`src/rtl/alu_slice_seq.sv`:
```
// Multi-cycle ALU: 16-function arithmetic/logic operation over a WIDTH-bit word,
// evaluated SLICE bits per clock from the least-significant slice upward.
module alu_slice_seq #(
    parameter int unsigned WIDTH = 36,
    parameter int unsigned SLICE = 4
) (
    input  logic             clk,
    input  logic             reset,
    input  logic             start,
    input  logic [0:3]       S,
    input  logic             M,
    input  logic             CIN,
    input  logic [0:WIDTH-1] A,
    input  logic [0:WIDTH-1] B,
    output logic             busy,
    output logic             done,
    output logic [0:WIDTH-1] F,
    output logic             COUT,
    output logic             ZERO,
    output logic             OVF
);

    localparam int unsigned NSLICE = WIDTH / SLICE;
    localparam int unsigned CW     = $clog2(NSLICE + 1);

    typedef enum logic {IDLE, RUN} state_t;

    state_t           state_q;
    logic [CW-1:0]    k_q;
    logic [WIDTH-1:0] a_q, b_q, acc_q, f_q;
    logic [3:0]       s_q;
    logic             m_q, carry_q;
    logic             busy_q, done_q, cout_q, zero_q, ovf_q;

    logic [SLICE-1:0] u, v, sum;
    logic [SLICE:0]   ext;
    logic [WIDTH-1:0] sum_ext, acc_d;
    logic             carry_d, c_top;

    // Operands shift right each RUN cycle, so the active slice is always the low SLICE bits;
    // the result fills from the top and is complete after NSLICE shifts.
    always_comb begin
        u       = a_q[SLICE-1:0] | ({SLICE{s_q[2]}} & b_q[SLICE-1:0])
                                 | ({SLICE{s_q[3]}} & ~b_q[SLICE-1:0]);
        v       = a_q[SLICE-1:0] & (({SLICE{s_q[0]}} & ~b_q[SLICE-1:0])
                                 |  ({SLICE{s_q[1]}} &  b_q[SLICE-1:0]));
        ext     = {1'b0, u} + {1'b0, v} + {{SLICE{1'b0}}, carry_q};
        carry_d = ext[SLICE];
        c_top   = ext[SLICE-1] ^ u[SLICE-1] ^ v[SLICE-1];
        sum     = m_q ? ~(u ^ v) : ext[SLICE-1:0];
        sum_ext = '0;
        sum_ext[SLICE-1:0] = sum;
        acc_d   = (acc_q >> SLICE) | (sum_ext << (WIDTH - SLICE));
    end

    always_ff @(posedge clk or posedge reset) begin
        if (reset) begin
            state_q <= IDLE;
            k_q     <= '0;
            a_q     <= '0;
            b_q     <= '0;
            acc_q   <= '0;
            s_q     <= '0;
            m_q     <= 1'b0;
            carry_q <= 1'b0;
            f_q     <= '0;
            busy_q  <= 1'b0;
            done_q  <= 1'b0;
            cout_q  <= 1'b0;
            zero_q  <= 1'b0;
            ovf_q   <= 1'b0;
        end else begin
            done_q <= 1'b0;
            case (state_q)
                IDLE: begin
                    if (start) begin
                        state_q <= RUN;
                        busy_q  <= 1'b1;
                        k_q     <= '0;
                        a_q     <= A;
                        b_q     <= B;
                        s_q     <= S;
                        m_q     <= M;
                        carry_q <= CIN;
                        acc_q   <= '0;
                    end
                end
                RUN: begin
                    a_q     <= a_q >> SLICE;
                    b_q     <= b_q >> SLICE;
                    acc_q   <= acc_d;
                    carry_q <= carry_d;
                    k_q     <= k_q + CW'(1);
                    if (k_q == CW'(NSLICE - 1)) begin
                        state_q <= IDLE;
                        busy_q  <= 1'b0;
                        done_q  <= 1'b1;
                        f_q     <= acc_d;
                        zero_q  <= (acc_d == '0);
                        cout_q  <= m_q ? 1'b0 : carry_d;
                        ovf_q   <= m_q ? 1'b0 : (carry_d ^ c_top);
                    end
                end
                default: state_q <= IDLE;
            endcase
        end
    end

    assign busy = busy_q;
    assign done = done_q;
    assign F    = f_q;
    assign COUT = cout_q;
    assign ZERO = zero_q;
    assign OVF  = ovf_q;

endmodule

```
`config.mk`:
```
export PLATFORM = sky130hd
export DESIGN_NAME = alu_slice_seq
export DESIGN_NICKNAME = d
export VERILOG_FILES = /design/src/rtl/alu_slice_seq.sv
export SDC_FILE = /design/constraint.sdc
export NUM_CORES = 1
export LEC_CHECK = 0
export CAP_MARGIN = 10
export CORE_MARGIN = 1.5
export CORE_UTILIZATION = 53
export DETAILED_ROUTE_END_ITERATION = 6
export PLACE_DENSITY = 0.8
export SYNTH_ARGS = -nofsm -noshare
export SYNTH_HDL_FRONTEND = slang
export SYNTH_SLANG_ARGS = --single-unit
```
`constraint.sdc`:
```
create_clock -name clk -period 7.3 [get_ports clk]
set_clock_uncertainty 0.2 [all_clocks]
set_input_delay 1.095 -clock clk [delete_from_list [all_inputs] [get_ports clk]]
set_output_delay 1.095 -clock clk [all_outputs]
set_load 0.02 [all_outputs]
```
After elaboration in Yosys (flattened, before gate mapping)
Index checks and enable logic that the tools add are counted.

Add/subtract/negate cells: 3. Reductions and logical operators: 4. Mux-type cells: 21. Bitwise operators: 16. Eq/ne operators: 3.

Operator list (number): 36-bit one-hot mux with 2 select lines (3); 36-bit 2-to-1 mux (3); 36-bit logical NOT (1); 32-bit by 36-bit bitwise OR with 36-bit output (1); 4-bit bitwise AND (5); 4-bit bitwise OR (3); 1-bit 2-to-1 mux (9); 4-bit 2-to-1 mux (2); 4-bit inverter (2); 4-bit one-hot mux with 2 select lines (1); 1-bit one-hot mux with 2 select lines (3); 2-bit AND reduction (3); 4-bit by 4-bit adder with 5-bit output (1); 5-bit by 1-bit adder with 5-bit output (1); 4-bit by 1-bit adder with 4-bit output, second input constant (1); 4-bit == test, second input constant (1); 4-bit XOR (1); 1-bit XOR (3); 2-bit by 1-bit != test with 1-bit output, second input constant (1); 2-bit != test, second input constant (1); 1-bit inverter (1).

Logic and storage cells: 61. Register bits: 160. Bits of input ports: 81.

Depth between registers and ports, before layout
Depth after elaboration: 10. Mapped depth: 9.

Least setup slack after synthesis
OpenSTA, ideal clock, no wires.

Path kind: reg2reg. From: reg s_q[3]. To: reg ovf_q, in the netlist OVF. Library setup time: 0.092 ns. Data required time: 7.008 ns. Period minus slack after synthesis: 2.631 ns. Stages on the path, launching flop included: 10. Data arrival time: 2.339 ns. Slack: 4.669 ns. Path through: dfrtp_1 > nor2b_1 > a211o_1 > fa_1 > fa_1 > a21o_1 > a21oi_2 > xor2_1 > xnor2_1 > o31ai_2.

Word-level cells in the longest chain between the ends: 8.

RTL lines: from (decl) (RTL line 31) `logic [3:0] s_q;`; from (signal assigned) (RTL line 63) `s_q <= '0;`; from (signal assigned) (RTL line 82) `s_q <= S;`; 4-bit bitwise AND * (RTL line 44) `| ({SLICE{s_q[3]}} & ~b_q[SLICE-1:0]);`; 4-bit bitwise OR * (RTL line 44); 4-bit by 4-bit adder with 5-bit output (RTL line 47) `ext = {1'b0, u} + {1'b0, v} + {{SLICE{1'b0}}, carry_q};`; 5-bit by 1-bit adder with 5-bit output (RTL line 47); 1-bit XOR (2 in a row) (RTL line 49) `c_top = ext[SLICE-1] ^ u[SLICE-1] ^ v[SLICE-1];`; 1-bit XOR * (RTL line 101) `ovf_q <= m_q ? 1'b0 : (carry_d ^ c_top);`; 1-bit 2-to-1 mux * (RTL line 101); to (signal assigned) (RTL line 101); to (decl) (RTL line 33) `logic busy_q, done_q, cout_q, zero_q, ovf_q;`.

Mark *: on every way between the ends. The rest lies on a longest branch, timed or not. A chain may end at the register's enable or synchronous reset.

==> reports/metrics.yaml <==
run_status:
  outcome: "complete, no violations"
worst_setup_path:
  reg2reg_slack_ns: 4.37
  startpoint_type: "primary input"
  endpoint_kind: "async pin"
  r2r_start: "state_q"
  crit_required_ns: 7.38
  rr_worst_depth: 3
  reg2reg_to: "F[1]"
  path_class: "in -> async"
  cp_max_fo: 86
  cp.arrival_ns: 3.02
worst_hold_path:
  whs_path_depth: 2
  hp-class: "reg -> reg"
  hold_start: "F[6]"
  holdPathEnd: "F[6]"
placed_design:
  dp_hpwl_mm: 9.665
  place.gp.congestion: 0.7884
  io_buffer_count: 121
  place_inst: 944
  post-place-ws_ns: 3.806
timing:
  worst_slack_ns: 4.360
  slew_violations: 0
  setup-tns-final_ns: 0
  slew_headroom: 0.2553
  post-route-period-util: 0.4027
  worstMarginPinSlew_ns: 1.117
  period_minus_slack_ns: 2.940
  rsz0062_at_grt: "no"
  setup_viol: 0
  fmax_mhz: 340.2
  hold_viol: 0
power_and_ir_drop:
  p_int_mw: 2.318
  power.share.combinational: 0.329
  switching_share: 0.3523
  p_clk_frac: 0.251
  cellPowerDensity_nw_per_um2: 404.9
  p_total_mw: 3.579
  p_leak_nw: 4.154
  max-vdd-ir-drop_mv: 0.2056
  power.switching_mw: 1.261
  seq_power_share: 0.420
die:
  row_count: 41
  die_h_um: 117.7
  initial_core_util: 0.5482
  core-area_um2: 12720
  die_area_um2: 13860
  die_x_um: 117.7
  pin_count: 122
clock_tree:
  post_cts_buffers: 0
  cts_buffers: 17
  path_clk_slew_ns: 0.06
  cts_resized: 0
  clock_sinks: 156
  htree_levels: 4
  cts_root_buf: "clkbuf_16"
  clock_latency_ns: 0.43
  cts_buffer_depth: 2
  tritoncts: "done"
  hold_buffers: 0
route:
  drt_wl_total_mm: 14.43
  firstDrtPassIters: 5
  via_per_inst: 5.227
  drc_errors: 0
  ant_nets: 0
  wire_per_inst_um: 14.78
  drt_iter0_drc: 384
  via_count: 5102
layout:
  drive_gt1_frac: 0.05846
  layout.cells.non_filler: 976
  areaGrowthSynthToFinish_pct: 26.71
  layout_common_cells: "nand2_1 (196), dfrtp_1 (155), clkdlybuf4s50_1 (120)"
  layout.nets: 880
  layout_commonest_cell: "nand2_1"
  fill_cells: 992
  fin_util: 0.6946
  diodes: 0
global_routing:
  grt_pass1_wl_mm: 24.67
  grt_max_degree: 138
  grt_usage: 0.2229
  grt_pass1_vias: 5153
  grt_antenna_before_repair: 0
  grt_overflow: 0
synthesis:
  yosys_register_bits: 156
  synthCells: 692
  avgSynthCellArea_um2: 10.08
  syn_nets: 781
  ys_warn_count: 0
  synthTopCellsByArea: "dfrtp_1 (56%), mux2i_1 (11%), nand2_1 (11%)"
  yosys.area.top_type: "dfrtp_1"
  synth_top_cell_area_share: 0.5597
  synthesis.area_um2: 6974
  ys_seq_area_frac: 0.5597
  ys_types: 32
flow_run:
  maxCapViolCount: 0
==> worst max-delay path: stages <==
cell and delay (ns):
clkdlybuf4s50_1 0.47, inv_6 0.47, buf_4 0.90
==> cells in the mapped netlist <==
cell,instances
a211oi_1,1
nand4b_4,1
buf_4,2
clkbuf_1,15
nor4_1,9
ha_1,6
nand2b_1,32
nand3_1,3
xnor2_1,3
nor3_2,1
buf_2,21
o31ai_2,1
nor2_1,15
xor2_1,2
fa_1,2
mux2_2,8
buf_1,6
inv_2,1
nand2_1,196
a21o_1,2
inv_1,3
nor2b_1,13
or2_2,1
a21oi_2,1
nand4_1,2
o21ai_0,100
a211o_1,3
o31ai_1,2
a21oi_1,3
dfrtp_1,156
a22o_1,1
mux2i_1,80
==> cell families after synthesis <==
kind of cell               Yosys count  share of synthesized area
and+or+nand+nor                    273                     0.1717
DFF                                156                     0.5597
buffers and inverters               48                    0.03068
xor gates and xnor gates             5                   0.006280
adders and majority gates            8                    0.01651
AOI/OAI and AO/OA                  114                    0.08737
muxes                               88                     0.1277
==> stage by stage <==
step	cell area, µm²	hold slack [ns]
detailed placement	8230	0.2654
global route	8837	0.2857
floorplan	6974	0.2492
global placement	8230	0.2576
finish	8837	0.2768
CTS	8837	0.2786
==> sequential cells by signal, indices dropped and copies added, names as in the netlist <==
| name | cells |
|---|---|
| F | 36 |
| a_q | 36 |
| b_q | 36 |
| acc_q | 32 |
| k_q | 4 |
| s_q | 4 |
| COUT | 1 |
| OVF | 1 |
| ZERO | 1 |
| busy | 1 |
| carry_q | 1 |
| done | 1 |
| m_q | 1 |
| state_q | 1 |
==> power by group through the flow <==
stage	combinational [mW]	clock (mW)	sequential [mW]
finish	1.18	0.897	1.50
global route	1.33	0.947	1.56
CTS	1.19	0.905	1.50
detailed placement	1.18	0	1.52
global placement	1.13	0	1.49
floorplan	0.745	0	1.51
==> final cells by class <==
| class | count | area, µm² | area share |
|---|---|---|---|
| clock inverter | 6 | 107.6 | 0.01218 |
| tap | 172 | 215.2 | 0.02435 |
| inverter | 4 | 20.02 | 0.002265 |
| sequential | 156 | 3908 | 0.4422 |
| multi-input combinational | 488 | 2856 | 0.3232 |
| clock buffer | 26 | 499.2 | 0.05649 |
| timing repair buffer | 124 | 1231 | 0.1393 |
==> worst max-delay path by stage <==
stage           from  endpoint  cells after the start
6_report       reset   state_q                      3
5_1_grt        reset   state_q                      3
4_1_cts        reset   state_q                      3
3_5_place_dp   reset   state_q                      3
3_3_place_gp   reset   state_q                      3
2_1_floorplan  reset      COUT                      1
==> metal layers <==
layer / vias to the layer above / global-route usage / share of wire
li1: 2510 / - / -
met1: 2441 / 0.2805 / 0.43
met2: 129 / 0.3688 / 0.49
met3: 22 / 0.07413 / 0.066
met4: 0 / 0.06479 / 0.015
met5: - / 0 / 0
No activity file was read; power rests on OpenSTA's default activity.
